File: src/rtl/mnist_pixel_packer.sv
// mnist_pixel_packer
//   Packs an 11x11 greyscale image, streamed one 8-bit pixel per beat, into
//   the 968-bit img_source word of the 121-32-10 classifier.
//   Pixel k occupies img_source[IMG_W-1-k*PIX_W -: PIX_W], so the first pixel
//   sits in the MSBs. The frame goes to the classifier over valid_top/ready_top.
//
//   Build option: define MNIST_PACK_DBUF_EN to add a shadow frame register.
//   The next frame can then stream in while the classifier still holds the
//   current one. Handover order stays FIFO.
//
// Ports
//   clk        in   rising-edge clock
//   rst        in   asynchronous active-high reset
//   pix_in     in   pixel data (PIX_W)
//   pix_valid  in   pix_in valid
//   pix_last   in   marks the last pixel of a frame
//   pix_ready  out  registered; packer accepts a pixel
//   img_source out  packed frame (IMG_W)
//   valid_top  out  img_source holds a complete frame
//   ready_top  in   classifier takes the frame
//   frame_err  out  one-cycle pulse when a frame is dropped (early pix_last)
//   frame_cnt  out  frames handed over, wraps to 0 (CNT_W)
module mnist_pixel_packer #(
    parameter int unsigned PIX_W = 8,
    parameter int unsigned N_PIX = 121,
    parameter int unsigned CNT_W = 16,
    localparam int unsigned IMG_W = N_PIX * PIX_W
) (
    input  logic             clk,
    input  logic             rst,
    input  logic [PIX_W-1:0] pix_in,
    input  logic             pix_valid,
    input  logic             pix_last,
    output logic             pix_ready,
    output logic [IMG_W-1:0] img_source,
    output logic             valid_top,
    input  logic             ready_top,
    output logic             frame_err,
    output logic [CNT_W-1:0] frame_cnt
);

    localparam int unsigned        IDX_W    = $clog2(N_PIX);
    localparam logic [IDX_W-1:0]   LAST_IDX = IDX_W'(N_PIX - 1);

    typedef enum logic {FILL, FULL} state_t;

    state_t           state, state_n;
    logic [IDX_W-1:0] idx, idx_n;
    logic [IMG_W-1:0] fill, fill_n;
    logic [IMG_W-1:0] img_n;
    logic             valid_n;
    logic             ready_n;
    logic             err_n;
    logic [CNT_W-1:0] cnt_n;
    logic             pix_beat, frame_beat, at_last, complete, early;
`ifdef MNIST_PACK_DBUF_EN
    logic [IMG_W-1:0] shadow, shadow_n;
    logic             shadow_vld, shadow_vld_n;
    logic             out_free;
`endif

    always_comb begin
        pix_beat   = pix_valid && pix_ready;
        frame_beat = valid_top && ready_top;
        at_last    = (idx == LAST_IDX);
        complete   = pix_beat && at_last;
        // pix_last before the final index drops the frame, pixel included
        early      = pix_beat && pix_last && !at_last;

        state_n = state;
        idx_n   = idx;
        fill_n  = fill;
        img_n   = img_source;
        valid_n = valid_top;
        cnt_n   = frame_cnt;
        err_n   = early;

        // fill_n includes the current pixel so a completing beat copies a whole frame
        if (pix_beat && !early)
            fill_n[IMG_W - PIX_W - PIX_W * 32'(idx) +: PIX_W] = pix_in;

        if (complete || early)
            idx_n = '0;
        else if (pix_beat)
            idx_n = idx + IDX_W'(1);

        if (frame_beat)
            cnt_n = frame_cnt + CNT_W'(1);

`ifdef MNIST_PACK_DBUF_EN
        shadow_n     = shadow;
        shadow_vld_n = shadow_vld;

        if (frame_beat) begin
            if (shadow_vld) begin
                img_n        = shadow;
                shadow_vld_n = 1'b0;
            end else if (!complete) begin
                valid_n = 1'b0;
            end
        end

        // A new frame goes straight to the output only if nothing is queued
        // ahead of it. Otherwise it waits in the shadow.
        out_free = !valid_top || (frame_beat && !shadow_vld);
        if (complete) begin
            if (out_free) begin
                img_n   = fill_n;
                valid_n = 1'b1;
            end else begin
                shadow_n     = fill_n;
                shadow_vld_n = 1'b1;
            end
        end

        // FULL means output and shadow are both occupied
        case (state)
            FILL:    if (complete && valid_top && !frame_beat) state_n = FULL;
            FULL:    if (frame_beat) state_n = FILL;
            default: state_n = FILL;
        endcase
`else
        if (frame_beat)
            valid_n = 1'b0;
        if (complete) begin
            img_n   = fill_n;
            valid_n = 1'b1;
        end

        case (state)
            FILL:    if (complete) state_n = FULL;
            FULL:    if (frame_beat) state_n = FILL;
            default: state_n = FILL;
        endcase
`endif

        ready_n = (state_n == FILL);
    end

    always_ff @(posedge clk or posedge rst) begin
        if (rst) begin
            state      <= FILL;
            idx        <= '0;
            fill       <= '0;
            img_source <= '0;
            valid_top  <= 1'b0;
            pix_ready  <= 1'b0;
            frame_err  <= 1'b0;
            frame_cnt  <= '0;
`ifdef MNIST_PACK_DBUF_EN
            shadow     <= '0;
            shadow_vld <= 1'b0;
`endif
        end else begin
            state      <= state_n;
            idx        <= idx_n;
            fill       <= fill_n;
            img_source <= img_n;
            valid_top  <= valid_n;
            pix_ready  <= ready_n;
            frame_err  <= err_n;
            frame_cnt  <= cnt_n;
`ifdef MNIST_PACK_DBUF_EN
            shadow     <= shadow_n;
            shadow_vld <= shadow_vld_n;
`endif
        end
    end

endmodule
File: config.mk
export PLATFORM = sky130hd
export DESIGN_NAME = mnist_pixel_packer
export DESIGN_NICKNAME = d
export VERILOG_FILES = /design/src/rtl/mnist_pixel_packer.sv
export SDC_FILE = /design/constraint.sdc
export NUM_CORES = 2
export LEC_CHECK = 0
export CAP_MARGIN = 20
export CORE_AREA = 2 2 596 361
export CTS_BUF_LIST = sky130_fd_sc_hd__clkbuf_16
export CTS_CLUSTER_DIAMETER = 150
export DETAILED_ROUTE_END_ITERATION = 8
export DIE_AREA = 0 0 598 363
export SYNTH_ARGS = -nofsm -noshare
export SYNTH_HDL_FRONTEND = slang
export SYNTH_SLANG_ARGS = --single-unit
File: constraint.sdc
create_clock -name clk -period 192.4 [get_ports clk]
set_input_delay 38.48 -clock clk [delete_from_list [all_inputs] [get_ports clk]]
set_output_delay 38.48 -clock clk [all_outputs]
set_load 0.02 [all_outputs]
# Word level (Yosys, flattened, before mapping)
# Index checks and enable logic that the tools add are counted.
# totals
inputBits,13
wordCells,37
out_inout_bits,987
regBits,1963
# op_classes
n_eq_ne,1
shift,2
n_reduce_logical,11
n_mux,9
n_bitwise,2
addsub,4
# ops
op,n
$bwmux W968,1
$mux W968,1
$shift A8 B34 Y968 const A,1
$shiftx A8 B34 Y968,1
$neg A32 Y34,1
$add A16 B1 Y16 const B,1
$mux W7,2
$sub A10 B10 Y11 const A,1
$add A7 B1 Y7 const B,1
$eq A7 B7 Y1 const B,1
$logic_and A1 B1 Y1,6
$mux W1,4
$reduce_bool A2 Y1,2
$logic_not A1 Y1,2
$not A1 Y1,2
$pmux W1 S2,1
$logic_or A1 B1 Y1,1

# Longest topological paths before layout
# logic_depth
depth_word,6
mapped_depth,20
ltp_nobuf,14

# Least setup slack after synthesis
# Ideal clock, no wire load.
# synth_path
path_kind,input -> register
from,in pix_valid
to,reg fill[721]
stages,10
setup_slack_ns,151.653
arrival_ns,40.623
required_time_ns,192.275
path_cell_list,nand2_1 -> a211o_1 -> a2111oi_0 -> and4_1 -> buf_2 -> buf_6 -> nand3_4 -> buf_2 -> nor2_4 -> mux2_2
# synth_via
elab_chain_len,6
# synth_lines
item,line_no,rtl
"start, declared",32,"input logic pix_valid,"
$logic_and A1 B1 Y1 (*),63,pix_beat = pix_valid && pix_ready;
$logic_and A1 B1 Y1 (2 in a row),68,early = pix_beat && pix_last && !at_last;
$logic_not A1 Y1,79,if (pix_beat && !early)
$logic_and A1 B1 Y1 (*),79,
$mux W968 (*),79,
named net fill_n[721],49,"logic [IMG_W-1:0] fill, fill_n;"
"end signal, assigned",157,fill <= fill_n;
"end, declared",49,
# The timed path passes the listed nets; every way through them passes the cells marked *.
# A chain may end at the register's enable or synchronous reset.

==> impl_results.md <==
* Status: completed
* Area Overhead vs Synth at 26.3%
* Die area at 217000 um^2
* Drc violations at 0
* Die Height at 363 um
* Post-CTS sizing at 0
* Slew at the pin with the worst max-slew slack at 1.48 ns
* GRT Total Usage at 24.5%
* Worst path top cell family by delay: buffers and inverters
* Setup crit end kind: async pin
* Top cell by count, worst path: buf_4
* Post-synth ARST share at 100%
* CTS tree: done
* Synth Register Bits at 1963
* First-pass GRT wire length at 387000 um
* Maximum root-to-sink buffer count at 4
* Wire per inst at 24.6 um
* Crit path launch type: input port
* H-tree depth at 4
* Max_cap viols at 0
* CP Max Fanout at 200
* Warnings, synthesis at 0
* Finished Layout Cells at 11000
* Via density per instance at 4.98
* Slowest CP cell: buf_4
* Final HPWL DP at 183000 um
* Post-CTS Setup Inserts at 0
* PnR worst setup slack at 148.57 ns
* Slew HR at 1.54%
* Share of layout cells above drive strength 1 at 10.5%
* WL final at 271000 um
* Hold Fails Final Rpt at 0
* Critical path arrival at 44.59 ns
* Syn_nets at 7211
* CP Cell Sequence: clkdlybuf4s50_1 -> inv_8 -> buf_4 -> buf_4 -> buf_4 -> buf_16 -> buf_4 -> buf_4 -> buf_12
* Power per Cell Area at 9.05 nW/um^2
* Nets@finish at 8082
* CP peak stage delay at 0.89 ns
* Number of flops mapped to enable cells by yosys at 0
* Leak Pwr at 46.0 nW
* Syn Area/Cell at 10.3 um^2
* CP Class: in -> async
* Yosys cell types at 53
* Grt total ovfl at 0
* Row cnt at 131
* Drt first pass iters at 6
* Final TNS setup at 0 ns
* Clock-pin transition on the worst setup and hold timing paths at 0.06 ns
* Buffers on Ports at 999
* CTS Buf Count at 194
* CTS Root Cell: clkbuf_16
* Post-route ant nets at 0
* Pin count of the biggest net entering global routing at 208
* Crit path required time at 193.16 ns
* Sequential fraction of the synthesis area at 66.7%
* Initial core utilization at 34.9%
* Syn Inst Count at 7187
* Final Core Density at 44.0%
* Worst-Skew Late Latency at 0.86 ns
* Synth Cell Area at 73700 um^2
* Ys flop type: dfrtp_1
* Tmin final at 43.83 ns
* I/O pin cnt at 1000
* CP Buf/Inv Count at 9
* Initial antenna violation count at 32
* Hold_buf cts at 0
* Sink Count at 1963
* # setup viols final at 0
* Placed cell count at 10600
* Fmax achieved at 0.0228 GHz
* Vias in the first global route at 53800
* Total number of vias at 54800
* DRT iter0 DRCs at 4694
* Unrepaired setup endpoints after global routing: no
* DP Worst Slack at 147.18 ns
* CORE AREA at 211000 um^2
* Clk_skew at 0.0571 ns
* Worst min-delay path class: reg -> reg
* Die width at 598 um
* Peak supply drop at 0.00631 mV
* Final Wtd Congestion at 0.853
* Tcrit/Tclk final at 22.8%
* Fin. max-slew vios at 0
-- per-stage QoR --
stage	hold slack [ns]	instance area, um^2	total power [mW]
2_1_floorplan	0.432	73700	0.456
3_3_place_gp	0.443	86700	0.478
3_5_place_dp	0.447	86900	0.480
4_1_cts	0.433	92900	0.851
5_1_grt	0.452	93100	0.872
6_report	0.421	93100	0.842
-- placed cells by master, fill, tap and decap left out, drive strengths merged, types with 23 or more instances in the layout --
cell type,instances
inv,65
buf,110
o21ai,678
nand2,3318
clkbuf,196
nand4,75
clkinv,86
mux2,380
nand3,23
dfrtp,1963
o31ai,23
nor2,96
clkdlybuf4s50,999
-- worst paths after layout --
path                            from              end  slack (ns)  depth (start not counted)
max reg2reg                   idx[0]        fill[305]      184.83                         14
min                        fill[660]  img_source[660]        0.42                          2
min in group asynchronous        rst  img_source[341]       38.28                          2
min reg2reg                fill[660]  img_source[660]        0.42                          2
max                              rst        fill[710]      148.57                          9
max in group clk           pix_valid        fill[305]      150.07                          9
-- cell type report --
| class | instances | area [um^2] |
|---|---|---|
| diodes | 8 | 20.0 |
| fillers | 19900 | 118000 |
| clock buffers | 196 | 4900 |
| repair buffers | 1109 | 11100 |
| well taps | 2793 | 3490 |
| multi-input cells | 4770 | 23200 |
| clock inverters | 151 | 1100 |
| flip-flops and latches | 1963 | 49100 |
| inverters | 20 | 82.6 |
-- tightest hold or removal path, stage by stage (launching register included) --
cell and delay, ns:
dfrtp_1 0.34, nand2_1 0.05, nand2_1 0.05
-- kinds of logic after synthesis --
kind of cell / synth area share, %
multiplexers: 5.89
AO/OA/AOI/OAI: 5.14
AND/OR/NAND/NOR: 19.3
adder cells (fa/ha/maj): 0.187
flip-flops: 66.7
buffers and inverters: 2.36
XOR/XNOR: 0.438
-- sequential cells by signal, summed over array words and instances, names as in the netlist --
name        count
frame_err       1
fill          968
img_source    968
state           1
idx             7
valid_top       1
frame_cnt      16
pix_ready       1
-- power by group --
part           switching (mW)  internal [mW]
sequential            0.00466          0.421
clock                   0.168          0.203
combinational          0.0365        0.00952
-- layer usage --
layer  vias to the layer above  wire [um]  share of wire (%)  GRT usage (%)
met5                         -        157              0.058          0.501
met4                         2       8680                3.2           7.55
met3                       378      20600                7.6           6.10
met2                      1751     122000                 45           37.6
met1                     27900     120000                 44           34.2
li1                      24700          -                  -              -
-- cell usage after synthesis, drive strengths merged (21+ instances only) --
master	count	share of area [%]
nor3	22	0.16
xnor2	21	0.25
nand3	23	0.19
clkbuf	411	2.1
dfrtp	1963	67
mux2	380	5.8
nand4	75	0.64
nand2	3318	17
o31ai	23	0.23
o21ai	678	4.6
buf	23	0.16
nor2	96	0.71
No activity file was read; power rests on OpenSTA's default activity.
